--- src/rtl/eth_rx_dma_pkg.sv ---
// rtl/eth_rx_dma_pkg.sv - shared state encoding and default window constants for eth_rx_dma
package eth_rx_dma_pkg;

    localparam logic [7:0] BASE_ADDR_DEF  = 8'hE0;
    localparam int         MAX_LEN_DEF    = 16;
    localparam int         FIFO_DEPTH_DEF = 4;

    typedef enum logic [1:0] {
        ST_IDLE  = 2'd0,
        ST_RECV  = 2'd1,
        ST_DRAIN = 2'd2,
        ST_DONE  = 2'd3
    } state_e;

    // States in which the block may own the RAM port.
    function automatic logic owns_port(input state_e st);
        return (st == ST_RECV) || (st == ST_DRAIN);
    endfunction

endpackage

--- src/rtl/eth_rx_dma_byte_fifo.sv ---
// rtl/eth_rx_dma_byte_fifo.sv - small byte FIFO; push on full is accepted only alongside a pop
module eth_rx_dma_byte_fifo #(
    parameter int DEPTH = 4
) (
    input  logic       clk,
    input  logic       rst,
    input  logic       push,
    input  logic [7:0] din,
    input  logic       pop,
    output logic [7:0] dout,
    output logic       empty,
    output logic       full
);
    localparam int AW = (DEPTH > 2) ? $clog2(DEPTH) : 1;

    logic [7:0]    mem_q [DEPTH];
    logic [AW-1:0] rd_ptr_q;
    logic [AW-1:0] wr_ptr_q;
    logic [AW:0]   count_q;
    logic          do_push;
    logic          do_pop;

    assign empty   = (count_q == '0);
    assign full    = (count_q == (AW+1)'(DEPTH));
    assign do_pop  = pop & ~empty;
    assign do_push = push & (~full | do_pop);
    assign dout    = mem_q[rd_ptr_q];

    always_ff @(posedge clk) begin
        if (rst) begin
            rd_ptr_q <= '0;
            wr_ptr_q <= '0;
            count_q  <= '0;
            for (int i = 0; i < DEPTH; i++) begin
                mem_q[i] <= 8'h00;
            end
        end else begin
            if (do_push) begin
                mem_q[wr_ptr_q] <= din;
                wr_ptr_q        <= wr_ptr_q + AW'(1);
            end
            if (do_pop) begin
                rd_ptr_q <= rd_ptr_q + AW'(1);
            end
            case ({do_push, do_pop})
                2'b10:   count_q <= count_q + (AW+1)'(1);
                2'b01:   count_q <= count_q - (AW+1)'(1);
                default: count_q <= count_q;
            endcase
        end
    end

endmodule

--- src/rtl/eth_rx_dma.sv ---
// rtl/eth_rx_dma.sv - stores a received payload into a fixed RAM window and reports length to the CPU
module eth_rx_dma
    import eth_rx_dma_pkg::*;
#(
    parameter logic [7:0] BASE_ADDR  = BASE_ADDR_DEF,
    parameter int         MAX_LEN    = MAX_LEN_DEF,
    parameter int         FIFO_DEPTH = FIFO_DEPTH_DEF
) (
    input  logic       clk,
    input  logic       rst,
    input  logic [7:0] rx_data,
    input  logic       rx_valid,
    input  logic       rx_last,
    input  logic       mem_grant,
    input  logic       ack,
    output logic       mem_req,
    output logic [7:0] mem_addr,
    output logic [7:0] mem_data,
    output logic       mem_wren,
    output logic       done,
    output logic [7:0] frame_len,
    output logic       overflow
);
    state_e     state_q;
    logic [7:0] wr_idx_q;
    logic [8:0] byte_cnt_q;
    logic [7:0] frame_len_q;
    logic       done_q;
    logic       overflow_q;

    logic       accepting;
    logic       fifo_push;
    logic       fifo_pop;
    logic       fifo_empty;
    logic       fifo_full;
    logic [7:0] fifo_dout;

    assign accepting = (state_q == ST_IDLE) || (state_q == ST_RECV);
    assign fifo_pop  = ~fifo_empty & mem_grant & owns_port(state_q);
    assign fifo_push = rx_valid & accepting & (byte_cnt_q < 9'(MAX_LEN))
                     & (~fifo_full | fifo_pop);

    eth_rx_dma_byte_fifo #(.DEPTH(FIFO_DEPTH)) u_fifo (
        .clk   (clk),
        .rst   (rst),
        .push  (fifo_push),
        .din   (rx_data),
        .pop   (fifo_pop),
        .dout  (fifo_dout),
        .empty (fifo_empty),
        .full  (fifo_full)
    );

    always_ff @(posedge clk) begin
        if (rst) begin
            state_q     <= ST_IDLE;
            wr_idx_q    <= 8'd0;
            byte_cnt_q  <= 9'd0;
            frame_len_q <= 8'd0;
            done_q      <= 1'b0;
            overflow_q  <= 1'b0;
        end else begin
            if (fifo_pop) begin
                wr_idx_q <= wr_idx_q + 8'd1;
            end
            if (fifo_push) begin
                byte_cnt_q <= byte_cnt_q + 9'd1;
            end
            // Bytes offered while receiving but not taken are lost for good.
            if (rx_valid && accepting && !fifo_push) begin
                overflow_q <= 1'b1;
            end
            case (state_q)
                ST_IDLE: begin
                    if (rx_valid) begin
                        state_q <= rx_last ? ST_DRAIN : ST_RECV;
                    end
                end
                ST_RECV: begin
                    if (rx_valid && rx_last) begin
                        state_q <= ST_DRAIN;
                    end
                end
                ST_DRAIN: begin
                    if (fifo_empty) begin
                        state_q     <= ST_DONE;
                        done_q      <= 1'b1;
                        frame_len_q <= wr_idx_q;
                    end
                end
                ST_DONE: begin
                    if (ack) begin
                        state_q    <= ST_IDLE;
                        done_q     <= 1'b0;
                        overflow_q <= 1'b0;
                        wr_idx_q   <= 8'd0;
                        byte_cnt_q <= 9'd0;
                    end
                end
                default: state_q <= ST_IDLE;
            endcase
        end
    end

    assign mem_wren  = fifo_pop;
    assign mem_req   = fifo_pop;
    assign mem_addr  = BASE_ADDR + wr_idx_q;
    assign mem_data  = fifo_dout;
    assign done      = done_q;
    assign frame_len = frame_len_q;
    assign overflow  = overflow_q;

endmodule
--- config.mk ---
export PLATFORM = sky130hd
export DESIGN_NAME = eth_rx_dma
export DESIGN_NICKNAME = d
export VERILOG_FILES = /design/src/rtl/eth_rx_dma_pkg.sv /design/src/rtl/eth_rx_dma_byte_fifo.sv /design/src/rtl/eth_rx_dma.sv
export SDC_FILE = /design/constraint.sdc
export NUM_CORES = 1
export LEC_CHECK = 0
export BUFFER_PORTS_ARGS = -buffer_cell sky130_fd_sc_hd__clkbuf_2
export CORE_MARGIN = 5
export CORE_UTILIZATION = 51
export DETAILED_ROUTE_END_ITERATION = 8
export PLACE_DENSITY = 0.69
export RECOVER_POWER = 50
export SYNTH_ARGS = -nofsm -noshare
export SYNTH_HDL_FRONTEND = slang
export SYNTH_SLANG_ARGS = --single-unit
--- constraint.sdc ---
create_clock -name clk -period 3.5 [get_ports clk]
set_input_delay 0 -clock clk [delete_from_list [all_inputs] [get_ports clk]]
set_output_delay 0 -clock clk [all_outputs]
set_load 0.005 [all_outputs]
==> run metrics <==
async set-reset flop share out of synthesis 0%; PnR worst setup slack between 0.6 and 0.7 ns; WL per Instance 15.06 um; RSZ-0062 raised after global routing no; sequential power share 44.7%; post_cts resized 0; clock transition at the registers of the reported paths around 0.07 ns; hold depth 4; r2r worst-path depth 12; VDD IR max ~0.34 mV; Comb power frac a little over a fifth; first-pass GRT wire length ~10000 um; DR iter-0 viols ~100; CP Max Fanout 13; Syn Std Cell Area 0.003162 mm^2; deepest clock path buffer count 2; Vert. Die Dim ~89 um; CP startpoint state_q[0]; cell count after synthesis roughly 280; #FFs+latches synth 70; CTS tree built; CP max stage delay roughly 0.71 ns; final setup fails 0; num ports 42; HP Class input pin to flip-flop; crit path launch type flip-flop; # clock sinks 70; Synth Net Count between 300 and 400; sequential fraction of the synthesis area between 50% and 60%; root buf cell clkbuf_8; clk_skew ~0.0081 ns; Slew Limit Fails 0; Worst slew margin between 40% and 50%; Power Total roughly 2.4 mW; Crit path required time roughly 3.8 ns; row count 28; crit path kind flip-flop to flip-flop; GRT Total Usage about 17%; Max-cap violations 0; fin crit period roughly 2.9 ns; final hold slack ~0.016 ns; H-Tree Depth 3; Slowest cell on crit path or4_1; YS warnings 0; DP Worst Slack 0.6547 ns; Area growth syn-to-layout 17.21%; CP Data Arrival Time around 3.2 ns; ant diodes 0; FF-to-FF Start state_q[0]; dpl hpwl about 4300 um; crit share post-route between 80% and 90%; gpl congestion between 0.7 and 0.8; Peak Freq 346.2 MHz; Final nets about 360; die width ~90 um; antenna violations before repair 0; die area around 0.0079 mm^2; vias in the first global route approximately 2100; EDFF count, synth 32; sw frac 28.57%; Clk pwr share 33.5%; final WL around 6200 um; Total Neg Setup Slack 0 ns; leakage 1.414 nW; GRT overflow 0; core box area 0.005991 mm^2; largest net degree at the start of global routing 31; vias 2196; hold_buf cts 10; FILL cells 482; Least-Margin Pin Slew 0.8127 ns; Internal roughly 1.7 mW; Via density around 5.3; port bufs a little over 40; DRC Markers 0; Synth Flop Type dfxtp_1; Synth cell types between 40 and 50; status completed; CP cell instances inv_1 -> ha_1 -> nor2_1 -> or4_1 -> nor2_1 -> inv_1 -> ha_1 -> inv_1 -> fa_1 -> xor2_1 -> or3_1 -> a21oi_1; Initial Utilization approximately 53%; Worst Hold Launch rx_last; Post-CTS Setup Inserts 0; Hold Fails Final Rpt 0; Worst setup EP type flip-flop; P_sw around 670 uW; CP dominant cell by count inv_1; fraction of final layout cells sized beyond drive strength 1 between 10% and 20%; clock latency on the worst-skew pair ~0.34 ns; pwr dens ~630 mW/mm^2; cts bufs inserted 9; Avg Inst Size Synth roughly 11 um^2; Antenna Nets Post-Route 0; DRT Pass-1 Iters 4
## stage by stage
step | utilization [%] | cells | area, um^2
3_3_place_gp | 56.58 | 385 | 3390
3_5_place_dp | 56.58 | 385 | 3390
2_1_floorplan | - | 283 | 3162
5_1_grt | 61.86 | 411 | 3706
6_report | 61.86 | 411 | 3706
4_1_cts | 62.36 | 411 | 3736
## Yosys cell counts, types with 3 or more instances
library cell / count / area share, %
xor2_1: 8 / 2.2
dfxtp_1: 38 / 24
a21oi_1: 18 / 2.8
nand4_1: 3 / 0.59
nand3_1: 5 / 0.79
nor2_1: 23 / 2.7
a211oi_1: 3 / 0.71
or2_2: 3 / 0.59
inv_1: 11 / 1.3
nand2_1: 24 / 2.8
xnor2_1: 4 / 1.1
buf_4: 6 / 1.4
ha_1: 9 / 3.6
clkbuf_1: 8 / 0.95
a31o_2: 3 / 0.83
nand2b_1: 3 / 0.59
o21ai_0: 4 / 0.63
and2_1: 37 / 7.3
mux4_2: 8 / 5.7
or3_1: 3 / 0.59
edfxtp_1: 32 / 30
## final cells by class
| type | count | area [um^2] | area share [%] |
|---|---|---|---|
| Timing Repair Buffer | 54 | 301.5 | 8.136 |
| Clock buffer | 10 | 137.6 | 3.714 |
| Multi-Input combinational cell | 185 | 1301 | 35.11 |
| Inverter | 11 | 41.29 | 1.114 |
| Tap cell | 75 | 93.84 | 2.532 |
| Clock inverter | 6 | 108.9 | 2.937 |
| Sequential cell | 70 | 1722 | 46.46 |
## path summary, 6_finish.rpt
| check | to | slack [ns] |
|---|---|---|
| worst max-delay path | u_fifo.count_q[2] | 0.61 |
| worst min-delay path | state_q[0] | 0.02 |
| worst max register to register | u_fifo.count_q[2] | 0.61 |
| worst min register to register | overflow | 0.45 |
## cell families after synthesis
| family | share of synthesized area [%] |
|---|---|
| AOI/OAI and AO/OA | 7.836 |
| DFF | 54.45 |
| buffers and inverters | 4.274 |
| and+or+nand+nor | 19.91 |
| adders and majority gates | 4.195 |
| xor gates and xnor gates | 3.324 |
| muxes | 6.015 |
## routing by layer
metal	wire length (um)	track usage (%)	share of wire (%)
met1	2844	22.34	46
met2	2948	27.73	48
met3	274	3.073	4.4
met4	122	7.830	2.0
met5	0	0	0
## sequential cells by signal (all words and copies together) (netlist names), named ones only
signal / count
byte_cnt_q: 9
state_q: 2
wr_idx_q: 8
u_fifo.rd_ptr_q: 2
overflow: 1
u_fifo.wr_ptr_q: 2
frame_len: 8
u_fifo.mem_q: 32
done: 1
u_fifo.count_q: 3
## critical path, delay by kind of cell, from the launching register on
family	cells	cell delay, ns
flops	1	0.33
buf+inv	3	0.24
simple gates	4	1.39
fa+ha+maj	3	0.62
compound gates	1	0.14
xor+xnor	1	0.07
## cells in the final DEF (no fill, tap or decap), drive strengths merged, types with 5 or more instances in the layout
cell type	n
nand2	24
inv	11
nor2	23
and2	37
ha	9
dlygate4sd3	10
dfxtp	38
a21oi	18
xor2	8
mux4	8
clkbuf	51
nand3	5
edfxtp	32
## power by group through the flow
stage	registers [mW]	clock network, mW	logic (mW)
global route	1.06	0.836	0.584
detailed placement	1.07	0	0.519
global placement	1.06	0	0.502
CTS	1.05	0.803	0.531
finish	1.05	0.789	0.512
floorplan	1.03	0	0.412
Note: power is estimated with default switching activity, not from simulation.
